## config.mk

```make
export PLATFORM = sky130hd
export DESIGN_NAME = restoring_divider_param
export DESIGN_NICKNAME = d
export VERILOG_FILES = /design/src/rtl/restoring_divider_param.sv
export SDC_FILE = /design/constraint.sdc
export NUM_CORES = 1
export LEC_CHECK = 0
export BUFFER_PORTS_ARGS = -buffer_cell sky130_fd_sc_hd__buf_2
export CELL_PAD_IN_SITES_DETAIL_PLACEMENT = 1
export CELL_PAD_IN_SITES_GLOBAL_PLACEMENT = 1
export CORE_MARGIN = 2
export CORE_UTILIZATION = 34
export DETAILED_ROUTE_END_ITERATION = 8
export GPL_TIMING_DRIVEN = 0
export PLACE_DENSITY_LB_ADDON = 0.1
export SLEW_MARGIN = 20
export SYNTH_ARGS = -nofsm -noshare
export SYNTH_HDL_FRONTEND = slang
export SYNTH_SLANG_ARGS = --single-unit
export TNS_END_PERCENT = 100
```

## constraint.sdc

```tcl
create_clock -name clk -period 3.2 [get_ports clk]
set_input_delay 0.48 -clock clk [delete_from_list [all_inputs] [get_ports clk]]
set_output_delay 0.48 -clock clk [all_outputs]
set_load 0.1 [all_outputs]
```

## src/rtl/restoring_divider_param.sv

```systemverilog
// Parametrised multi-cycle restoring divider with signed/unsigned mode.
// Ports: clk, rst, start, signed_mode, dividend, divisor -> busy, valid, quotient, remainder, div_by_zero, overflow.
module restoring_divider_param #(
  parameter int WIDTH     = 16,
  parameter bit SIGNED_EN = 1'b1
) (
  input  logic             clk,
  input  logic             rst,
  input  logic             start,
  input  logic             signed_mode,
  input  logic [WIDTH-1:0] dividend,
  input  logic [WIDTH-1:0] divisor,
  output logic             busy,
  output logic             valid,
  output logic [WIDTH-1:0] quotient,
  output logic [WIDTH-1:0] remainder,
  output logic             div_by_zero,
  output logic             overflow
);
  localparam int CW = $clog2(WIDTH);

  typedef enum logic [1:0] {IDLE, DIVIDE, FIXUP} state_t;

  state_t           state_q, state_d;
  logic [WIDTH:0]   acc_q, acc_d;
  logic [WIDTH-1:0] q_q, q_d;
  logic [WIDTH-1:0] dvs_q, dvs_d;
  logic [CW-1:0]    count_q, count_d;
  logic             qsign_q, qsign_d;
  logic             rsign_q, rsign_d;
  logic             ovf_q, ovf_d;
  logic             busy_q, busy_d;
  logic             valid_q, valid_d;
  logic [WIDTH-1:0] quot_q, quot_d;
  logic [WIDTH-1:0] rem_q, rem_d;
  logic             dbz_q, dbz_d;
  logic             oflag_q, oflag_d;

  logic             smode;
  logic             a_neg, b_neg;
  logic [WIDTH-1:0] a_mag, b_mag;
  logic [WIDTH:0]   shifted, trial;

  always_comb begin
    state_d = state_q;
    acc_d   = acc_q;
    q_d     = q_q;
    dvs_d   = dvs_q;
    count_d = count_q;
    qsign_d = qsign_q;
    rsign_d = rsign_q;
    ovf_d   = ovf_q;
    busy_d  = busy_q;
    valid_d = 1'b0;
    quot_d  = quot_q;
    rem_d   = rem_q;
    dbz_d   = dbz_q;
    oflag_d = oflag_q;

    smode = SIGNED_EN && signed_mode;
    a_neg = smode & dividend[WIDTH-1];
    b_neg = smode & divisor[WIDTH-1];
    a_mag = a_neg ? -dividend : dividend;
    b_mag = b_neg ? -divisor : divisor;

    // acc never exceeds the divisor, so its top bit is always clear
    // before the shift; the WIDTH+1 trial keeps the borrow visible.
    shifted = {acc_q[WIDTH-1:0], q_q[WIDTH-1]};
    trial   = shifted - {1'b0, dvs_q};

    unique case (state_q)
      IDLE: begin
        if (start) begin
          if (divisor == '0) begin
            quot_d  = '1;
            rem_d   = dividend;
            dbz_d   = 1'b1;
            oflag_d = 1'b0;
            valid_d = 1'b1;
          end else begin
            dvs_d   = b_mag;
            q_d     = a_mag;
            acc_d   = '0;
            count_d = '0;
            qsign_d = a_neg ^ b_neg;
            rsign_d = a_neg;
            ovf_d   = smode
                      && dividend == {1'b1, {(WIDTH-1){1'b0}}}
                      && divisor == '1;
            busy_d  = 1'b1;
            state_d = DIVIDE;
          end
        end
      end
      DIVIDE: begin
        if (trial[WIDTH]) begin
          acc_d = shifted;
          q_d   = {q_q[WIDTH-2:0], 1'b0};
        end else begin
          acc_d = trial;
          q_d   = {q_q[WIDTH-2:0], 1'b1};
        end
        count_d = count_q + CW'(1);
        if (count_q == CW'(WIDTH-1)) begin
          state_d = FIXUP;
        end
      end
      FIXUP: begin
        quot_d  = qsign_q ? -q_q : q_q;
        rem_d   = rsign_q ? -acc_q[WIDTH-1:0] : acc_q[WIDTH-1:0];
        dbz_d   = 1'b0;
        oflag_d = ovf_q;
        valid_d = 1'b1;
        busy_d  = 1'b0;
        state_d = IDLE;
      end
      default: state_d = IDLE;
    endcase
  end

  always_ff @(posedge clk) begin
    if (rst) begin
      state_q <= IDLE;
      acc_q   <= '0;
      q_q     <= '0;
      dvs_q   <= '0;
      count_q <= '0;
      qsign_q <= 1'b0;
      rsign_q <= 1'b0;
      ovf_q   <= 1'b0;
      busy_q  <= 1'b0;
      valid_q <= 1'b0;
      quot_q  <= '0;
      rem_q   <= '0;
      dbz_q   <= 1'b0;
      oflag_q <= 1'b0;
    end else begin
      state_q <= state_d;
      acc_q   <= acc_d;
      q_q     <= q_d;
      dvs_q   <= dvs_d;
      count_q <= count_d;
      qsign_q <= qsign_d;
      rsign_q <= rsign_d;
      ovf_q   <= ovf_d;
      busy_q  <= busy_d;
      valid_q <= valid_d;
      quot_q  <= quot_d;
      rem_q   <= rem_d;
      dbz_q   <= dbz_d;
      oflag_q <= oflag_d;
    end
  end

  assign busy        = busy_q;
  assign valid       = valid_q;
  assign quotient    = quot_q;
  assign remainder   = rem_q;
  assign div_by_zero = dbz_q;
  assign overflow    = oflag_q;
endmodule

```

# [After elaboration in Yosys (flattened, before gate mapping)]
# Index checks and enable logic that the tools add are counted.
[word_totals] wordCells=81 mem_bits_ro=0 register_bits=93 memories=0 latchBits=0 ramBits=0 output_inout_bits=36 input_bits=36
[op_classes] add_sub_neg=6 reduce_logical=11 n_mul=0 div_mod_pow=0 n_lt_le_gt_ge=0 muxes=37 n_bitwise=4 shifts=0 n_eq_ne=9
[ops] operator="16-bit two-way mux" count=13
[ops] operator="16-bit one-hot mux with 2 select lines" count=4
[ops] operator="16-bit negation" count=4
[ops] operator="16-bit == test (second input constant)" count=2
[ops] operator="17-bit by 16-bit subtractor with 17-bit output" count=1
[ops] operator="16-bit zero test" count=1
[ops] operator="3-bit AND reduction" count=5
[ops] operator="1-bit two-way mux" count=9
[ops] operator="4-bit two-way mux" count=2
[ops] operator="2-bit != test (second input constant)" count=4
[ops] operator="1-bit one-hot mux with 2 select lines" count=4
[ops] operator="4-bit one-hot mux with 2 select lines" count=1
[ops] operator="2-bit two-way mux" count=3
[ops] operator="4-bit by 1-bit adder with 4-bit output (second input constant)" count=1
[ops] operator="4-bit == test (second input constant)" count=1
[ops] operator="2-bit one-hot mux with 2 select lines" count=1
[ops] operator="2-bit nonzero test" count=2
[ops] operator="1-bit AND" count=2
[ops] operator="2-bit by 1-bit == test with 1-bit output (second input constant)" count=1
[ops] operator="2-bit == test (second input constant)" count=1
[ops] operator="1-bit logical AND" count=2
[ops] operator="2-bit zero test" count=1
[ops] operator="1-bit NOT" count=1
[ops] operator="1-bit XOR" count=1

# [Depth between registers and ports, before layout]
# Gate-level depths: netlist of the first run.
[logic_depth] word_depth=5 ltp_mapped=11 ltp_nobuf=10

# [Least setup slack after synthesis of the first run]
# OpenSTA, ideal clock, no wires.
[synth_timing] kind="flip-flop to flip-flop" from="reg q_q[15]" to="reg acc_q[10]" path_stages_with_launch=12 period_less_slack_ns=2.725 arrival_time_ns=2.596 setup_time_ns=0.129 slack_ns=0.475 cell_sequence="dfxtp_1 inv_1 ha_1 fa_1 nand2b_1 a21oi_1 o211ai_1 nand3b_1 xor2_2 buf_2 mux2i_1 o21ai_0"
[synth_via] elab_chain_cells=3
[synth_rtl] element="start: declaration" line_no="26" text="logic [WIDTH-1:0] q_q, q_d;"
[synth_rtl] element="start signal: assignment" line_no="140" text="q_q <= q_d;"
[synth_rtl] element="17-bit by 16-bit subtractor with 17-bit output" line_no="69" text="trial = shifted - {1'b0, dvs_q};"
[synth_rtl] element="16-bit two-way mux" line_no="96" text="if (trial[WIDTH]) begin"
[synth_rtl] element="16-bit one-hot mux with 2 select lines" line_no="71" text="unique case (state_q)"
[synth_rtl] element="end signal: assignment" line_no="124" text="acc_q <= '0;"
[synth_rtl] element="end signal: assignment" line_no="139" text="acc_q <= acc_d;"
[synth_rtl] element="end: declaration" line_no="25" text="logic [WIDTH:0] acc_q, acc_d;"
# No other way between the ends.
# A chain may end at the register's enable or synchronous reset.

# [Worst setup path after layout of the first run]
[layout_timing] from="reg q_q[15]" to="reg acc_q[8]"
# The elaborated chain is that of the path after synthesis.

==> results_dict.tcl, run 1 <==
set metrics [dict create \
    outcome "completed" \
    finalWirelength_mm 19.7 \
    yosys_warnings 0 \
    cp_cell_sequence "inv_1 -> ha_1 -> fa_1 -> nand2b_1 -> a21oi_1 -> o211ai_1 -> nand3b_1 -> xor2_4 -> buf_4 -> mux2i_1 -> o21ai_0" \
    cts_tree "built" \
    async_reset_ff_share_pct 0 \
    r2r_cells 11 \
    drc 0 \
    ir_drop_mv 0.314 \
    die_w_um 133 \
    clock_skew_ns 0.0151 \
    cts_root_buf "clkbuf_16" \
    hold_viol 0 \
    initialDrtViolationCount 286 \
    synth_edf_count 0 \
    grt_max_degree 18 \
    rsz0062_at_grt "no" \
    design.portCount 72 \
    avgSynthCellArea_um2 7.86 \
    syn_area_mm2 0.00564 \
    max_slew.worst_pin.slew_ns 0.745 \
    die_area_mm2 0.0176 \
    fin_crit_ns 3.02 \
    yosysSeqAreaShare_pct 33.0 \
    arrival_ns 3.24 \
    worstPathRequired_ns 3.42 \
    fin_nets 862 \
    grt_usage_pct 22.4 \
    end_kind "flop" \
    hold_class "input pin to flop" \
    fin_setup_tns_ns 0 \
    n_antenna_cell 0 \
    dp_worst_setup_slack_ns -0.195 \
    clk_pin_slew_worst_paths_ns 0.07 \
    cts_sinks 93 \
    timing.rr.start "q_q[15]$_SDFFE_PP0P_" \
    powerDensity_mw_per_mm2 592 \
    p_clk_share_pct 33.0 \
    cp_slowest_stage_delay_ns 0.41 \
    die-height_um 133 \
    swShare_pct 34.8 \
    synthCells 717 \
    setup-violations-final 0 \
    grt_antenna_before_repair 0 \
    grt_overflow 0 \
    fin_crit_sh_pct 94.4 \
    synth-main-ff-cell "dfxtp_1" \
    wl_per_cell_um 19.1 \
    cp-startpoint "q_q[15]$_SDFFE_PP0P_" \
    numCtsBuffers 9 \
    layout_setup_ws_ns 0.178 \
    synth-seq-cells 93 \
    rrSetupSlack_ns 0.18 \
    rr_endpoint "acc_q[8]$_SDFFE_PP0P_" \
    drive_gt1_share_pct 13.2 \
    whs_ns 0.428 \
    worstPathMaxFanout 10 \
    clk_latency_ns 0.36 \
    crit_slowest_cell "fa_1" \
    p_leak_nw 2.66 \
    vias 5534 \
    seq_power_share_pct 33.5 \
    grt_first_pass_wirelength_mm 31.2 \
    crit_path_end "acc_q[8]$_SDFFE_PP0P_" \
    max_slew_margin_pct 50.3 \
    io_buffers 70 \
    grt_pass1_vias 5663 \
    finalInstanceArea_mm2 0.00667 \
    clk_path_buf_depth 2 \
    worstSetupPathType "flop to flop" \
    drv_slew 0 \
    max_freq_ghz 0.331 \
    start_util_pct 34.4 \
    coreArea_mm2 0.0164 \
    h-tree-depth 3 \
    n_fill_cell 2009 \
    startpoint_type "flop" \
    avgViaCountPerCell 5.38 \
    area_delta_synth_final_pct 18.3 \
    power.switching_mw 1.38 \
    routabilityCongestion 0.861 \
    place_area_mm2 0.00626 \
    drt-pass1-iter-count 4 \
    synth.distinct_cells 54 \
    syn-num-nets 776 \
    cell_internal_pwr_mw 2.57 \
    comb_power_share_pct 33.5 \
    rows 47 \
    ant_nets 0 \
    cap_violations 0 \
    place_hpwl_mm 15.6 \
]
power groups by stage:
stage                     Combinational (mW)  Sequential [mW]  Clock [mW]
final                                   1.33             1.32        1.30
after global placement                  1.18             1.34           0
after floorplan                        0.900             1.32           0
after detailed placement                1.22             1.35           0
after global routing                    1.45             1.33        1.37
after CTS                               1.24             1.32        1.32
cell type report:
cell class / instances / area, um^2 / share of cell area (%)
timing repair buffer: 75 / 388 / 5.81
buffer: 38 / 164 / 2.46
inverter: 28 / 105 / 1.58
tap: 220 / 275 / 4.13
sequential: 93 / 1860 / 27.9
clock buffer: 9 / 225 / 3.38
multi-input combinational: 558 / 3520 / 52.8
clock inverter: 7 / 130 / 1.95
cell usage in the layout (no fill, tap or decap), types with 2 or more instances in the layout:
cell type    n
a211oi_1    16
a21oi_1     53
a221oi_1    13
a22o_1       2
a22oi_1     14
a311oi_1    16
a31oi_1      7
buf_2       75
buf_4        7
bufinv_16    3
clkbuf_1    29
clkbuf_16    9
dfxtp_1     93
ha_1        22
inv_1       28
inv_8        2
mux2i_1     16
nand2_1    101
nand2b_1    11
nand3_1     15
nand3b_1     2
nand4_1      7
nand4b_1     2
nor2_1      79
nor2b_1      6
nor3_1      25
nor4_1       2
o211ai_1     5
o21ai_0     33
o31ai_1     13
o41ai_1      3
or4_1        3
or4_4        2
xnor2_1     29
xor2_1      41
state kept, by name, summed over array words and instances, names as in the netlist, 2 cells and up:
name       flops
dvs_q         16
quotient      16
remainder     16
state_q        2
q_q           16
count_q        4
acc_q         16
kinds of logic (layout without fill, tap and decap cells):
logic type / Yosys count / after routing / share of synthesized area, %
adders and majority gates: 23 / 23 / 5.24
muxes: 16 / 16 / 2.84
buffers and inverters: 66 / 157 / 4.73
DFF: 93 / 93 / 33.0
AOI/OAI and AO/OA: 184 / 184 / 21.6
and+or+nand+nor: 264 / 264 / 21.4
xor gates and xnor gates: 71 / 71 / 11.2
synthesized netlist by cell type, types with 2 or more instances:
cell        n  area (um^2)
nand2_1   101          379
dfxtp_1    93         1860
nor2_1     79          297
a21oi_1    53          265
xor2_1     41          359
o21ai_0    33          165
clkbuf_1   29          109
xnor2_1    29          254
inv_1      28          105
nor3_1     25          125
ha_1       22          275
a211oi_1   16          120
a311oi_1   16          140
mux2i_1    16          160
nand3_1    15         75.1
a22oi_1    14          105
a221oi_1   13          114
o31ai_1    13         97.6
nand2b_1   11         68.8
a31oi_1     7         43.8
nand4_1     7         43.8
buf_2       6         30.0
nor2b_1     6         37.5
o211ai_1    5         37.5
o41ai_1     3         26.3
or4_1       3         22.5
a22o_1      2         17.5
nand3b_1    2         15.0
nand4b_1    2         17.5
nor4_1      2         12.5
or4_4       2         22.5
worst max-delay path, delay by kind of cell, from the launching register on:
family	cells	cell delay, ns
flops	1	0.38
fa+ha+maj	2	0.64
mux	1	0.26
xor+xnor	1	0.25
compound gates	3	0.59
simple gates	2	0.40
buf+inv	2	0.36
metal layers:
| layer | GRT usage [%] | vias to the layer above | routed length, um |
|---|---|---|---|
| met5 | 0 | - | 0 |
| li1 | - | 2726 | - |
| met4 | 6.27 | 0 | 276 |
| met3 | 3.26 | 18 | 717 |
| met2 | 38.9 | 106 | 9690 |
| met1 | 29.1 | 2684 | 8990 |
what timing repair did:
action | in CTS | in global routing
pin swaps | 0 | 1
buffers inserted | 0 | 5
cloned | 0 | 0
endpoints found under the hold margin | 0 | 0
hold buffers | 0 | 0
gates resized for setup | 2 | 0
setup endpoints to repair | 9 | 9
through the flow:
stage	power [mW]	instances	utilization, %
2_1_floorplan	2.22	717	-
3_3_place_gp	2.52	1007	38.2
3_5_place_dp	2.56	1007	38.2
5_1_grt	4.16	1028	40.7
6_report	3.95	1028	40.7
4_1_cts	3.88	1023	40.4
worst min path at each step:
stage | startpoint | end | slack [ns] | cells after the start
2_1_floorplan | dvs_q[15]$_SDFFE_PP0P_ | dvs_q[15]$_SDFFE_PP0P_ | 0.43 | 2
3_3_place_gp | dvs_q[15]$_SDFFE_PP0P_ | dvs_q[15]$_SDFFE_PP0P_ | 0.45 | 2
3_5_place_dp | busy$_SDFFE_PP0P_ | busy$_SDFFE_PP0P_ | 0.45 | 2
4_1_cts | dividend[5] | remainder[5]$_SDFFE_PP0P_ | 0.42 | 3
5_1_grt | dividend[9] | remainder[9]$_SDFFE_PP0P_ | 0.43 | 3
6_report | dividend[5] | remainder[5]$_SDFFE_PP0P_ | 0.43 | 3
Power figures use the tool's default switching activity.
==> run 2: changes to the inputs <==
==> constraint.sdc (replaced) <==
create_clock -name clk -period 3.89 [get_ports clk]
set_input_delay 0.5835 -clock clk [delete_from_list [all_inputs] [get_ports clk]]
set_output_delay 0.5835 -clock clk [all_outputs]
set_load 0.1 [all_outputs]
==> run 2 against run 1 <==
Against the previous run:
- global-route usage is essentially flat
- utilization decreased by 0.31 points
- combinational power decreased by 24%
- non-clock buffer count fell by 5
- critical path type unchanged
- count of clock-buffer cells in the layout unchanged
- worst setup slack better by 0.30 ns
- critical endpoint is now acc_q[14]$_SDFFE_PP0P_
- final cell count down 0.49%
==> results_dict.tcl, run 2 (synthesized netlist as in run 1, its figures left out) <==
set metrics [dict create \
    outcome "completed" \
    n_fill_cell 2008 \
    mostFrequentLayoutCells "nand2_1, dfxtp_1, nor2_1" \
    coreArea_mm2 0.0164 \
    ctsResizeCount 0 \
    ant_nets 0 \
    p_leak_nw 2.63 \
    cts_root_buf "clkbuf_16" \
    max_slew_margin_pct 49.2 \
    clk_path_buf_depth 2 \
    worstPathMaxFanout 10 \
    setup-violations-final 0 \
    clk_latency_ns 0.36 \
    vias 5510 \
    layout_commonest_cell "nand2_1" \
    hold_buffers 0 \
    cts_sinks 93 \
    place_hpwl_mm 15.6 \
    cell_internal_pwr_mw 2.05 \
    max_freq_ghz 0.293 \
    max_slew.worst_pin.slew_ns 0.761 \
    initialDrtViolationCount 330 \
    worstSetupPathType "flop to flop" \
    grt_antenna_before_repair 0 \
    avgViaCountPerCell 5.39 \
    placed_cells 1007 \
    arrival_ns 3.63 \
    io_buffers 70 \
    fin_crit_ns 3.41 \
    h-tree-depth 3 \
    comb_power_share_pct 31.8 \
    grt_first_pass_wirelength_mm 31.2 \
    clock_skew_ns 0.0117 \
    start_util_pct 34.4 \
    wl_per_cell_um 19.2 \
    fin_cells 1023 \
    finalWirelength_mm 19.6 \
    cts_tree "built" \
    ir_drop_mv 0.250 \
    rows 47 \
    drt-pass1-iter-count 4 \
    powerDensity_mw_per_mm2 478 \
    grt_overflow 0 \
    seq_power_share_pct 34.4 \
    fin_crit_sh_pct 87.6 \
    hold_viol 0 \
    swShare_pct 35.1 \
    grt_usage_pct 22.4 \
    fin_nets 857 \
    startpoint_type "flop" \
    design.portCount 72 \
    worstPathRequired_ns 4.11 \
    cap_violations 0 \
    numCtsBuffers 9 \
    grt_max_degree 18 \
    final_core_util_pct 40.3 \
    drive_gt1_share_pct 12.7 \
    p_clk_share_pct 33.9 \
    power.switching_mw 1.11 \
    n_antenna_cell 0 \
    die_area_mm2 0.0176 \
    area_delta_synth_final_pct 17.4 \
    rsz0062_at_grt "no" \
    end_kind "flop" \
    clk_pin_slew_worst_paths_ns 0.08 \
    die_w_um 133 \
    grt_pass1_vias 5667 \
    routabilityCongestion 0.861 \
    drc 0 \
    die-height_um 133 \
    hold_class "flop to flop" \
    drv_slew 0 \
    post_cts_buffers 0 \
    fin_setup_tns_ns 0 \
]
-- run 2: cell count changes in the layout (fill, tap and decap cells not counted) --
| cell | change |
|---|---|
| buf_2 | +1 |
| buf_4 | -6 |
| xor2_2 | +1 |
| xor2_4 | -1 |
-- run 2: path summary, 6_finish.rpt --
path	start	depth (start not counted)	endpoint	slack (ns)
min reg2reg	busy$_SDFFE_PP0P_	2	busy$_SDFFE_PP0P_	0.46
min	busy$_SDFFE_PP0P_	2	busy$_SDFFE_PP0P_	0.46
max	q_q[15]$_SDFFE_PP0P_	11	acc_q[14]$_SDFFE_PP0P_	0.48
max reg2reg	q_q[15]$_SDFFE_PP0P_	11	acc_q[14]$_SDFFE_PP0P_	0.48
-- run 2: power by group through the flow --
stage          registers [mW]  logic, mW  clock network [mW]
2_1_floorplan            1.09      0.740                   0
3_3_place_gp             1.10      0.969                   0
3_5_place_dp             1.11       1.00                   0
4_1_cts                  1.09       1.01                1.09
5_1_grt                  1.10       1.11                1.13
6_report                 1.09       1.01                1.07
-- run 2: per-layer routing --
metal | up-vias | global-route usage [%] | share of wire, % | wire, um
li1 | 2713 | - | - | -
met1 | 2685 | 29.1 | 46 | 9110
met2 | 98 | 38.9 | 49 | 9640
met3 | 14 | 3.26 | 3.4 | 676
met4 | 0 | 6.27 | 1.0 | 203
met5 | - | 0 | 0 | 0
-- run 2: area by class of cell --
type                       instances  area [um^2]  share of cell area [%]
buffer                            38          161                    2.44
inverter                          28          105                    1.59
sequential                        93         1860                    28.1
timing repair buffer              70          350                    5.29
clock inverter                     7          130                    1.97
tap                              220          275                    4.16
clock buffer                       9          225                    3.40
multi-input combinational        558         3510                    53.0
-- run 2: worst max-delay path, stage by stage, from the launching register on --
cell and delay (ns):
dfxtp_1 0.38, inv_1 0.10, ha_1 0.23, fa_1 0.41, nand2b_1 0.18, a21oi_1 0.32, o211ai_1 0.17, nand3b_1 0.16
xor2_2 0.56, buf_2 0.42, mux2i_1 0.23, o21ai_0 0.10
-- run 2: per-stage QoR --
| stage | instance area [um^2] | setup WS [ns] | hold WS (ns) | power (mW) |
|---|---|---|---|---|
| finish | 6620 | 0.482 | 0.460 | 3.16 |
| global route | 6620 | 0.287 | 0.477 | 3.33 |
| CTS | 6620 | 0.461 | 0.465 | 3.18 |
| detailed placement | 6260 | 0.495 | 0.455 | 2.11 |
| global placement | 6260 | 0.555 | 0.446 | 2.07 |
| floorplan | 5640 | 1.16 | 0.432 | 1.83 |
